### src/rtl/pps_ctrl_pkg.sv
// Shared definitions for the PPS failover controller: FSM encoding, source indices,
// readback field positions and the failover candidate picker.
package pps_ctrl_pkg;

  typedef enum logic [1:0] {
    StManual = 2'd0,
    StLocked = 2'd1,
    StSearch = 2'd2
  } pps_state_e;

  localparam int unsigned NUM_SRC   = 4;
  localparam int unsigned SRC_ADU5A = 0;
  localparam int unsigned SRC_ADU5B = 1;
  localparam int unsigned SRC_G12   = 2;
  localparam int unsigned SRC_INT   = 3;

  localparam int unsigned DAT_PREF_LSB  = 0;
  localparam int unsigned DAT_AUTO_BIT  = 2;
  localparam int unsigned DAT_SEL_LSB   = 4;
  localparam int unsigned DAT_ST_LSB    = 6;
  localparam int unsigned DAT_VALID_LSB = 8;
  localparam int unsigned DAT_CNT_LSB   = 24;
  localparam int unsigned DAT_CLR_BIT   = 31;

  // Returns {found, index}: preferred source if valid, else lowest-index valid source.
  // The internal source has the highest index, so it is naturally the last resort.
  function automatic logic [2:0] pick_candidate(input logic [NUM_SRC-1:0] valid,
                                                input logic [1:0]         pref);
    logic [2:0] res;
    res = 3'b000;
    for (int i = NUM_SRC - 1; i >= 0; i--) begin
      if (valid[i]) res = {1'b1, 2'(i)};
    end
    if (valid[pref]) res = {1'b1, pref};
    return res;
  endfunction

endpackage

### src/rtl/pps_period_check.sv
// One PPS source: 2-FF synchronizer, rising-edge detect, period counter and validity.
// Build with PPS_GLITCH_FILTER_EN to require 4 high cycles before an edge is accepted.
module pps_period_check #(
  parameter int unsigned NOM_PERIOD = 33000000,
  parameter int unsigned TOL        = 3300,
  parameter int unsigned CNT_W      = 26
) (
  input  logic i_clk,
  input  logic i_rst,
  input  logic i_pps,
  output logic o_lvl,
  output logic o_valid
);

  localparam logic [CNT_W-1:0] CntMax = CNT_W'(NOM_PERIOD + TOL + 1);
  localparam logic [CNT_W-1:0] CntTmo = CNT_W'(NOM_PERIOD + TOL);
  localparam logic [CNT_W-1:0] CntLo  = CNT_W'(NOM_PERIOD - TOL - 1);
  localparam logic [CNT_W-1:0] CntHi  = CNT_W'(NOM_PERIOD + TOL - 1);

  logic [1:0]       r_sync;
  logic             w_lvl;
  logic             w_edge;
  logic [CNT_W-1:0] r_cnt;
  logic [1:0]       r_good;
  logic             r_armed;
  logic             w_tmo;
  logic             w_in_win;

  always_ff @(posedge i_clk) begin
    if (i_rst) r_sync <= 2'b00;
    else       r_sync <= {r_sync[0], i_pps};
  end

  assign w_lvl = r_sync[1];

`ifdef PPS_GLITCH_FILTER_EN
  logic [2:0] r_hi;

  always_ff @(posedge i_clk) begin
    if (i_rst)               r_hi <= 3'd0;
    else if (!w_lvl)         r_hi <= 3'd0;
    else if (r_hi != 3'd4)   r_hi <= r_hi + 3'd1;
  end

  // Fires once, on the fourth consecutive high cycle.
  assign w_edge = w_lvl && (r_hi == 3'd3);
`else
  logic r_prev;

  always_ff @(posedge i_clk) begin
    if (i_rst) r_prev <= 1'b0;
    else       r_prev <= w_lvl;
  end

  assign w_edge = w_lvl && !r_prev;
`endif

  // Timeout is the cycle the counter steps onto its saturation value.
  assign w_tmo    = (r_cnt == CntTmo);
  assign w_in_win = (r_cnt >= CntLo) && (r_cnt <= CntHi);

  always_ff @(posedge i_clk) begin
    if (i_rst) begin
      r_cnt   <= '0;
      r_good  <= 2'd0;
      r_armed <= 1'b0;
    end else begin
      if (w_edge)              r_cnt <= '0;
      else if (r_cnt != CntMax) r_cnt <= r_cnt + 1'b1;

      if (w_tmo) begin
        r_good  <= 2'd0;
        r_armed <= 1'b0;
      end else if (w_edge) begin
        r_armed <= 1'b1;
        if (r_armed) begin
          if (w_in_win) r_good <= (r_good == 2'd2) ? 2'd2 : r_good + 2'd1;
          else          r_good <= 2'd0;
        end
      end
    end
  end

  assign o_lvl   = w_lvl;
  assign o_valid = (r_good == 2'd2);

endmodule

### src/rtl/pps_failover_ctrl.sv
// PPS mux select owner: per-source period checkers plus manual/auto failover FSM.
// Optional macro PPS_GLITCH_FILTER_EN enables the 4-cycle input glitch filter.
module pps_failover_ctrl
  import pps_ctrl_pkg::*;
#(
  parameter int unsigned NOM_PERIOD = 33000000,
  parameter int unsigned TOL        = 3300,
  parameter int unsigned CNT_W      = 26
) (
  input  logic        clk_i,
  input  logic        rst_i,
  input  logic        wr_i,
  input  logic [31:0] dat_i,
  output logic [31:0] dat_o,
  input  logic [3:0]  pps_i,
  output logic [1:0]  sel_o,
  output logic [3:0]  src_valid_o,
  output logic        switch_o
);

  logic [NUM_SRC-1:0] w_valid;
  logic [NUM_SRC-1:0] w_lvl;
  logic [2:0]         w_cand;
  logic               w_found;
  logic [1:0]         w_cidx;
  logic               w_quiet;

  pps_state_e r_state;
  logic [1:0] r_pref;
  logic       r_auto;
  logic [1:0] r_sel;
  logic       r_switch;
  logic [7:0] r_swcnt;

  for (genvar g = 0; g < NUM_SRC; g++) begin : g_chk
    pps_period_check #(
      .NOM_PERIOD (NOM_PERIOD),
      .TOL        (TOL),
      .CNT_W      (CNT_W)
    ) u_chk (
      .i_clk   (clk_i),
      .i_rst   (rst_i),
      .i_pps   (pps_i[g]),
      .o_lvl   (w_lvl[g]),
      .o_valid (w_valid[g])
    );
  end

  assign w_cand  = pick_candidate(w_valid, r_pref);
  assign w_found = w_cand[2];
  assign w_cidx  = w_cand[1:0];
  // Both outgoing and incoming sources low, so the mux cannot emit a runt pulse.
  assign w_quiet = !w_lvl[r_sel] && !w_lvl[w_cidx];

  always_ff @(posedge clk_i) begin
    if (rst_i) begin
      r_state  <= StManual;
      r_pref   <= 2'd0;
      r_auto   <= 1'b0;
      r_sel    <= 2'd0;
      r_switch <= 1'b0;
      r_swcnt  <= 8'd0;
    end else begin
      r_switch <= 1'b0;
      unique case (r_state)
        StManual: begin
          r_sel <= r_pref;
          if (r_auto) r_state <= StLocked;
        end
        StLocked: begin
          if (!r_auto) begin
            r_sel   <= r_pref;
            r_state <= StManual;
          end else if (!w_valid[r_sel]) begin
            r_state <= StSearch;
          end else if (w_valid[r_pref] && (r_sel != r_pref)) begin
            r_state <= StSearch;
          end
        end
        StSearch: begin
          if (!r_auto) begin
            r_sel   <= r_pref;
            r_state <= StManual;
          end else if (w_found) begin
            if (w_cidx == r_sel) begin
              r_state <= StLocked;
            end else if (w_quiet) begin
              r_sel    <= w_cidx;
              r_switch <= 1'b1;
              r_state  <= StLocked;
              if (r_swcnt != 8'hFF) r_swcnt <= r_swcnt + 8'd1;
            end
          end
        end
        default: r_state <= StManual;
      endcase

      // FSM above used the old pref/auto, so a write lands one cycle later.
      if (wr_i) begin
        r_pref <= dat_i[DAT_PREF_LSB +: 2];
        r_auto <= dat_i[DAT_AUTO_BIT];
        if (dat_i[DAT_CLR_BIT]) r_swcnt <= 8'd0;
      end
    end
  end

  always_comb begin
    dat_o                       = '0;
    dat_o[DAT_PREF_LSB +: 2]    = r_pref;
    dat_o[DAT_AUTO_BIT]         = r_auto;
    dat_o[DAT_SEL_LSB +: 2]     = r_sel;
    dat_o[DAT_ST_LSB +: 2]      = r_state;
    dat_o[DAT_VALID_LSB +: 4]   = w_valid;
    dat_o[DAT_CNT_LSB +: 8]     = r_swcnt;
  end

  assign sel_o       = r_sel;
  assign src_valid_o = w_valid;
  assign switch_o    = r_switch;

endmodule

### config.mk
export PLATFORM = sky130hd
export DESIGN_NAME = pps_failover_ctrl
export DESIGN_NICKNAME = d
export VERILOG_FILES = /design/src/rtl/pps_ctrl_pkg.sv /design/src/rtl/pps_period_check.sv /design/src/rtl/pps_failover_ctrl.sv
export SDC_FILE = /design/constraint.sdc
export NUM_CORES = 1
export LEC_CHECK = 0
export ABC_AREA = 1
export BUFFER_PORTS_ARGS = -buffer_cell sky130_fd_sc_hd__buf_2
export CAP_MARGIN = 10
export CORE_UTILIZATION = 40
export CTS_CLUSTER_SIZE = 10
export DETAILED_ROUTE_END_ITERATION = 6
export PLACE_DENSITY_LB_ADDON = 0.1
export SYNTH_ARGS = -nofsm -noshare
export SYNTH_HDL_FRONTEND = slang
export SYNTH_SLANG_ARGS = --single-unit
### constraint.sdc
create_clock -name clk_i -period 4.6 [get_ports clk_i]
set_clock_uncertainty 0.1 [all_clocks]
set_input_delay 0.46 -clock clk_i [delete_from_list [all_inputs] [get_ports clk_i]]
set_output_delay 0.46 -clock clk_i [all_outputs]
set_load 0.03 [all_outputs]
==> results of run 1 <==
-- routing by layer --
| metal | global-route usage [%] | wire, um |
|---|---|---|
| met1 | 23.7 | 9220 |
| met2 | 30.8 | 8230 |
| met3 | 3.72 | 547 |
| met4 | 5.21 | 112 |
| met5 | 0 | 0 |
-- area by class of cell --
cell class / instances / area, um2 / share of cell area, %
tap: 265 / 332 / 3.65
sequential: 144 / 2880 / 31.8
multi-input combinational: 840 / 4310 / 47.5
timing repair buffer: 37 / 188 / 2.07
clock buffer: 19 / 453 / 4.99
inverter: 199 / 747 / 8.23
clock inverter: 11 / 164 / 1.81
-- layout by cell type (no fill, tap or decap), types with 6 or more instances in the layout --
cell       count
nand2_1      213
inv_1        191
dfxtp_1      144
nor2_1       143
a21oi_1      111
o21ai_0       72
nand3_1       62
nand4_1       53
nor3_1        46
buf_2         36
ha_1          22
clkbuf_16     17
conb_1        13
nand3_2       11
nand2_2       10
nor4_1         9
a31oi_1        9
nor2_2         8
or2_2          7
nor3_2         6
-- synthesized netlist by cell type (2+ instances only) --
cell type and count:
a211oi_1 4, nand2_2 10, nor3b_1 3, nor3_2 6, xnor2_1 3, nor2_2 8, nor2_4 2, nand3_1 62
inv_2 4, inv_1 191, xor2_1 4, nor4_1 9, o21ai_0 72, clkinv_1 4, o21a_1 4, ha_1 22
nor2_1 143, nand3_2 11, nand4_1 53, nor3_1 46, nand3_4 2, buf_4 26, nand2_1 213, a21oi_1 111
a31oi_1 9, o211ai_1 2, dfxtp_1 144, and3_1 3, nor3_4 3, clkbuf_1 7, or2_2 7, o41ai_1 2
nand3b_1 3, nor4_2 2, clkbuf_2 2
-- logic make-up after synthesis --
group	Yosys count	share of synthesized area, %
and+or+nand+nor	591	34.8
buffers and inverters	237	12.3
AOI/OAI and AO/OA	207	13.4
DFF	144	35.4
adders and majority gates	22	3.38
xor gates and xnor gates	7	0.752
other	1	0.0460
-- worst register-to-register path: stages, from the launching register on --
cell and delay, ns:
dfxtp_1 0.31, inv_1 0.08, ha_1 0.31, inv_1 0.09, nand2_1 0.11, nand3_4 0.10, nand2_2 0.12, inv_1 0.07
nand2_1 0.06, nand2_1 0.08, nand3_2 0.10, nand3_2 0.10, nor2_4 0.29, nand2_1 0.15, o21ai_0 0.18, nor2_1 0.06
-- through the flow --
stage,hold slack (ns),cells,cell area (um2)
2_1_floorplan,0.288,1221,8190
3_3_place_gp,0.290,1485,8460
3_5_place_dp,0.297,1485,8460
4_1_cts,0.163,1515,9080
5_1_grt,0.165,1515,9080
6_report,0.160,1515,9080
-- registers in the layout (all words and copies together) (netlist names) --
register             flops
r_pref                   2
switch_o                 1
r_state                  2
g_chk.u_chk.r_armed      4
g_chk.u_chk.r_good       8
g_chk.u_chk.r_sync       8
r_auto                   1
sel_o                    2
g_chk.u_chk.r_prev       4
g_chk.u_chk.r_cnt      104
r_swcnt                  8
-- final timing paths --
path | startpoint | endpoint | slack (ns) | cells after the start
max | g_chk[3].u_chk.r_good[0] | r_swcnt[1] | 2.19 | 15
min reg2reg | g_chk[0].u_chk.r_sync[0] | g_chk[0].u_chk.r_sync[1] | 0.30 | 2
max reg2reg | g_chk[3].u_chk.r_good[0] | r_swcnt[1] | 2.19 | 15
min | pps_i[1] | g_chk[1].u_chk.r_sync[0] | 0.16 | 3
-- power groups by stage --
stage          registers, W  clock network [W]  logic, W
2_1_floorplan       0.00133                  0  0.000166
3_3_place_gp        0.00132                  0  0.000209
3_5_place_dp        0.00132                  0  0.000211
4_1_cts             0.00130            0.00150  0.000212
5_1_grt             0.00130            0.00155  0.000240
6_report            0.00130            0.00147  0.000209
==> flow_summary.json, run 1 <==
{
  "gp_congestion": 0.819,
  "antennaDiodeCount": 0,
  "cts.sinks": 144,
  "internal-power_w": 0.00226,
  "start_util_pct": 41.3,
  "cts_buffers": 17,
  "detail_route.wl_per_cell_um": 11.9,
  "peakVddDrop_mv": 0.237,
  "core_area_um2": 19700,
  "tightest_slew_ns": 0.729,
  "antenna_found_initial": 0,
  "cp-end-kind": "flop",
  "yosysSeqAreaShare_pct": 35.4,
  "power.switching_w": 0.000713,
  "place_ws_ns": 1.91,
  "async_flop_share_pct": 0,
  "finalPower_w": 0.00297,
  "grt_pass1_vias": 6788,
  "clkPwrFrac_pct": 49.3,
  "insertion_delay_ns": 0.42,
  "cp.required_ns": 4.81,
  "cpMostUsedCell": "nand2_1",
  "synth-seq-cells": 144,
  "vias_per_cell": 4.88,
  "critPathSlowestCell": "dfxtp_1",
  "track_usage_pct": 18.3,
  "drc": 0,
  "cts-root-buf": "clkbuf_16",
  "die_h_um": 145,
  "slowest_delay_ns": 0.31,
  "grt_pass1_wl_mm": 30.6,
  "area_growth_pct": 11.4,
  "synthTopCellsByArea": "dfxtp_1, nand2_1, inv_1",
  "die_x_um": 145,
  "tns_ns": 0,
  "cts_resized": 0,
  "path_delay_family": "simple AND/OR/NAND/NOR gates",
  "fill_cells": 2091,
  "drt_wl_total_mm": 18.1,
  "portBuffers": 36,
  "cts_setup_buffers": 0,
  "final_util_pct": 46.0,
  "syn_inst": 1209,
  "hold_violations": 0,
  "ys_warn_count": 0,
  "antenna_left": 0,
  "synth_cell_types": 47,
  "critical_path_buf_inv_count": 3,
  "drive_gt1_share_pct": 10.1,
  "synth-edff-count": 0,
  "max_freq_ghz": 0.415,
  "grt_max_degree": 21,
  "path_clk_slew_ns": 0.06,
  "min_period_over_period_pct": 52.4,
  "synth_top_cell_area_share_pct": 35.4,
  "slew_headroom_pct": 51.2,
  "maxCapViolations": 0,
  "rsz0062_at_grt": "no",
  "critPathKind": "reg2reg",
  "die_area_um2": 20900,
  "power_frac_comb_pct": 7.1,
  "num_vias": 7397,
  "pin_count": 78,
  "fin_nets": 1300,
  "p_per_area_nw_per_um2": 327,
  "critical_path.cell_chain": "inv_1, ha_1, inv_1, nand2_1, nand3_4, nand2_2, inv_1, nand2_1, nand2_1, nand3_2, nand3_2, nor2_4, nand2_1, o21ai_0, nor2_1",
  "cts_tree": "done",
  "finalSetupViolCount": 0,
  "fin_crit_ns": 2.41,
  "synth_ff_type": "dfxtp_1",
  "arrival_ns": 2.62,
  "drt_iter0_drc": 322,
  "worstSetupStartpointType": "flop",
  "ctsHoldBuffers": 0,
  "finalMaxSlewViolations": 0,
  "post_synth.cell_area_avg_um2": 6.74,
  "drtPass1Iterations": 5,
  "cp_max_fo": 14,
  "status": "completed",
  "dp_hpwl_mm": 13.4,
  "pwr-share-seq_pct": 43.6,
  "ctsHtreeMaxLevel": 4,
  "clockBufferDepth": 2,
  "p_leak_nw": 3.39,
  "std_cell_rows": 51,
  "yosysTopAreaCell": "dfxtp_1",
  "hp-class": "in2reg",
  "netlist_area_um2": 8150,
  "overflow": 0,
  "swShare_pct": 24.0,
  "fin_ws_ns": 2.19
}
(Power assumes the default switching activity.)
==> run 2, diff against run 1 <==
Settings changed: ABC_AREA 1 to 0.
Clock period 4.6 ns to 2.35 ns, I/O delays scaled along.
==> run 2 against run 1 <==
  * The run now ends with negative setup slack left
  * Synthesized cell count down 24%
  * Register-to-register slack worse by 2.6 ns
  * Non-clock buffer count up 90
  * Setup slack worse by 2.6 ns
  * Clock power up 93%
  * Critical path depth down 5
  * Fmax down 13%
  * Largest cell class unchanged
==> flow_summary.json, run 2 <==
{
  "place_ws_ns": -0.354,
  "die_x_um": 140,
  "synth_common_cells": "dfxtp_1, nor2_1, nand2_1",
  "max_freq_ghz": 0.363,
  "r2r-start": "g_chk[3].u_chk.r_good[0]",
  "p_per_area_nw_per_um2": 610,
  "top_register": "g_chk.u_chk.r_cnt",
  "detail_route.wl_per_cell_um": 13.1,
  "gp_congestion": 0.791,
  "hp-class": "in2reg",
  "vias_per_cell": 5.06,
  "tightest_slew_ns": 0.510,
  "ctsHtreeMaxLevel": 4,
  "dp_hpwl_mm": 11.8,
  "area_growth_pct": 21.6,
  "drt_iter0_drc": 245,
  "cp_max_fo": 5,
  "layout_common_cells": "dfxtp_1, nor2_1, buf_4",
  "clockBufferDepth": 2,
  "drc": 0,
  "synth_compound_area_share_pct": 12.2,
  "netlist_area_um2": 7610,
  "fin_nets": 1074,
  "maxCapViolations": 0,
  "p_leak_nw": 3.53,
  "fill_cells": 1797,
  "cp-end-kind": "flop",
  "met1_usage_pct": 23.9,
  "pin_count": 78,
  "finalSetupViolCount": 13,
  "grt_pass1_wl_mm": 28.3,
  "fin_ws_ns": -0.408,
  "cts_buffers": 17,
  "grt_max_degree": 27,
  "final_util_pct": 49.5,
  "start_util_pct": 40.7,
  "cp.required_ns": 2.56,
  "cts-root-buf": "clkbuf_16",
  "placed_area_um2": 8440,
  "std_cell_rows": 50,
  "antennaDiodeCount": 0,
  "insertion_delay_ns": 0.43,
  "synth_top_family_by_area": "simple AND/OR/NAND/NOR gates",
  "cts.sinks": 144,
  "final_common_cell": "dfxtp_1",
  "met3_usage_pct": 4.82,
  "drtPass1Iterations": 4,
  "peakVddDrop_mv": 0.452,
  "yosys.area_share.adder_pct": 3.62,
  "hold_depth": 3,
  "drt_wl_total_mm": 16.5,
  "largest_reg_flops": 104,
  "finalMaxSlewViolations": 0,
  "ys_warn_count": 0,
  "rsz0062_at_grt": "yes",
  "critPathKind": "reg2reg",
  "fin_crit_ns": 2.76,
  "synth_ff_type": "dfxtp_1",
  "num_vias": 6376,
  "yosysSeqAreaShare_pct": 37.9,
  "worstHoldStart": "dat_i[0]",
  "path_clk_slew_ns": 0.06,
  "slew_headroom_pct": 66.0,
  "hold_violations": 0,
  "yosysTopAreaCell": "dfxtp_1",
  "async_flop_share_pct": 0,
  "die_h_um": 140,
  "hold_path_end": "r_pref[0]",
  "synth-xor-area-share_pct": 9.67,
  "synth-seq-cells": 144,
  "status": "complete, but fails checks",
  "violations": "negative setup slack",
  "cts_tree": "done",
  "stdcell_area_um2": 9260,
  "reg2reg_depth": 10,
  "portBuffers": 36,
  "r2r_end": "sel_o[1]",
  "core_area_um2": 18700,
  "min_period_over_period_pct": 117,
  "busiest_layer": "met2",
  "arrival_ns": 2.97,
  "synthMuxAreaShare_pct": 2.76,
  "overflow": 0,
  "synthSimpleGateAreaFrac_pct": 27.5,
  "die_area_um2": 19600,
  "drive_gt1_share_pct": 19.7,
  "worstSetupStartpointType": "flop",
  "r2r_slack_ns": -0.41,
  "post_synth.cell_area_avg_um2": 8.25,
  "grt.met2_usage_pct": 27.7,
  "synth-edff-count": 0,
  "syn_inst": 923,
  "yosysMostFrequentCell": "dfxtp_1",
  "synth_top_cell_area_share_pct": 37.9,
  "antenna_found_initial": 0,
  "track_usage_pct": 17.8,
  "synth_cell_types": 64,
  "antenna_left": 0,
  "synthTopCellsByArea": "dfxtp_1, nor2_1, xor2_1",
  "grt_pass1_vias": 5972
}
==> run 2: cell types whose count changed after synthesis, sizes merged, moves of 25 or more <==
cell / previous run / this run
o21ai: 72 / 27
xor2: 4 / 50
a21oi: 111 / 36
nor3: 55 / 17
xnor2: 3 / 34
nand2: 224 / 73
inv: 195 / 34
clkbuf: 9 / 42
nand4: 54 / 29
and3: 3 / 29
nand3: 75 / 42
==> run 2: cell type report <==
| class | count | area, um2 | share of cell area, % |
|---|---|---|---|
| Multi-Input combinational cell | 689 | 4450 | 48.1 |
| Sequential cell | 144 | 2890 | 31.2 |
| Timing Repair Buffer | 127 | 880 | 9.50 |
| Clock buffer | 19 | 433 | 4.68 |
| Tap cell | 234 | 293 | 3.16 |
| Clock inverter | 13 | 178 | 1.92 |
| Inverter | 34 | 128 | 1.38 |
==> run 2: report_power, final <==
part | total (W) | switching [W] | internal [W]
clock | 0.00283 | 0.00114 | 0.00170
sequential | 0.00250 | 0.0000300 | 0.00247
combinational | 0.000307 | 0.000191 | 0.000116
total | 0.00564 | 0.00136 | 0.00429
==> run 2: cells by family after synthesis <==
group	after synthesis
adder cells (fa/ha/maj)	22
XOR/XNOR	84
multiplexers	17
AND/OR/NAND/NOR	417
flip-flops	144
other	1
buffers and inverters	102
AO/OA/AOI/OAI	136
==> run 2: repair_timing <==
| item | in CTS | in global routing |
|---|---|---|
| endpoints found under the setup margin | 13 | 16 |
| gates cloned | 0 | 1 |
| endpoints found under the hold margin | 6 | 0 |
| gates resized for setup | 7 | 12 |
| setup buffers | 5 | 5 |
| pin swaps | 5 | 8 |
| hold buffers | 6 | 0 |
==> run 2: worst max path at each step <==
stage	to	start	slack (ns)
6_report	sel_o[1]	g_chk[3].u_chk.r_good[0]	-0.41
5_1_grt	sel_o[1]	g_chk[3].u_chk.r_good[0]	-0.49
4_1_cts	r_swcnt[2]	g_chk[3].u_chk.r_good[0]	-0.34
3_5_place_dp	r_swcnt[2]	g_chk[1].u_chk.r_good[0]	-0.35
3_3_place_gp	r_swcnt[3]	g_chk[1].u_chk.r_good[0]	-0.28
2_1_floorplan	r_swcnt[2]	r_pref[0]	-0.17
==> run 2: metrics by stage <==
stage	std cells	TNS (ns)	hold slack, ns	power [W]
after floorplan	935	-1.25	0.263	0.00278
after global placement	1215	-2.63	0.324	0.00285
after detailed placement	1215	-3.35	0.328	0.00285
after CTS	1257	-3.06	0.00748	0.00572
after global routing	1260	-5.62	0.0240	0.00586
final	1260	-4.21	0.00164	0.00564
==> run 2: routing by layer <==
layer  wire [um]  share of wire (%)
met1        8440                 51
met2        7460                 45
met3         503                3.0
met4         143               0.86
met5           0                  0
==> run 2: worst max-delay path, stage by stage, from the launching register on <==
cell      delay (ns)
dfxtp_2         0.33
inv_2           0.05
ha_4            0.15
mux4_2          0.48
a211o_4         0.36
buf_4           0.16
and3_4          0.18
a211o_4         0.36
buf_4           0.15
a221oi_4        0.25
a211oi_2        0.07
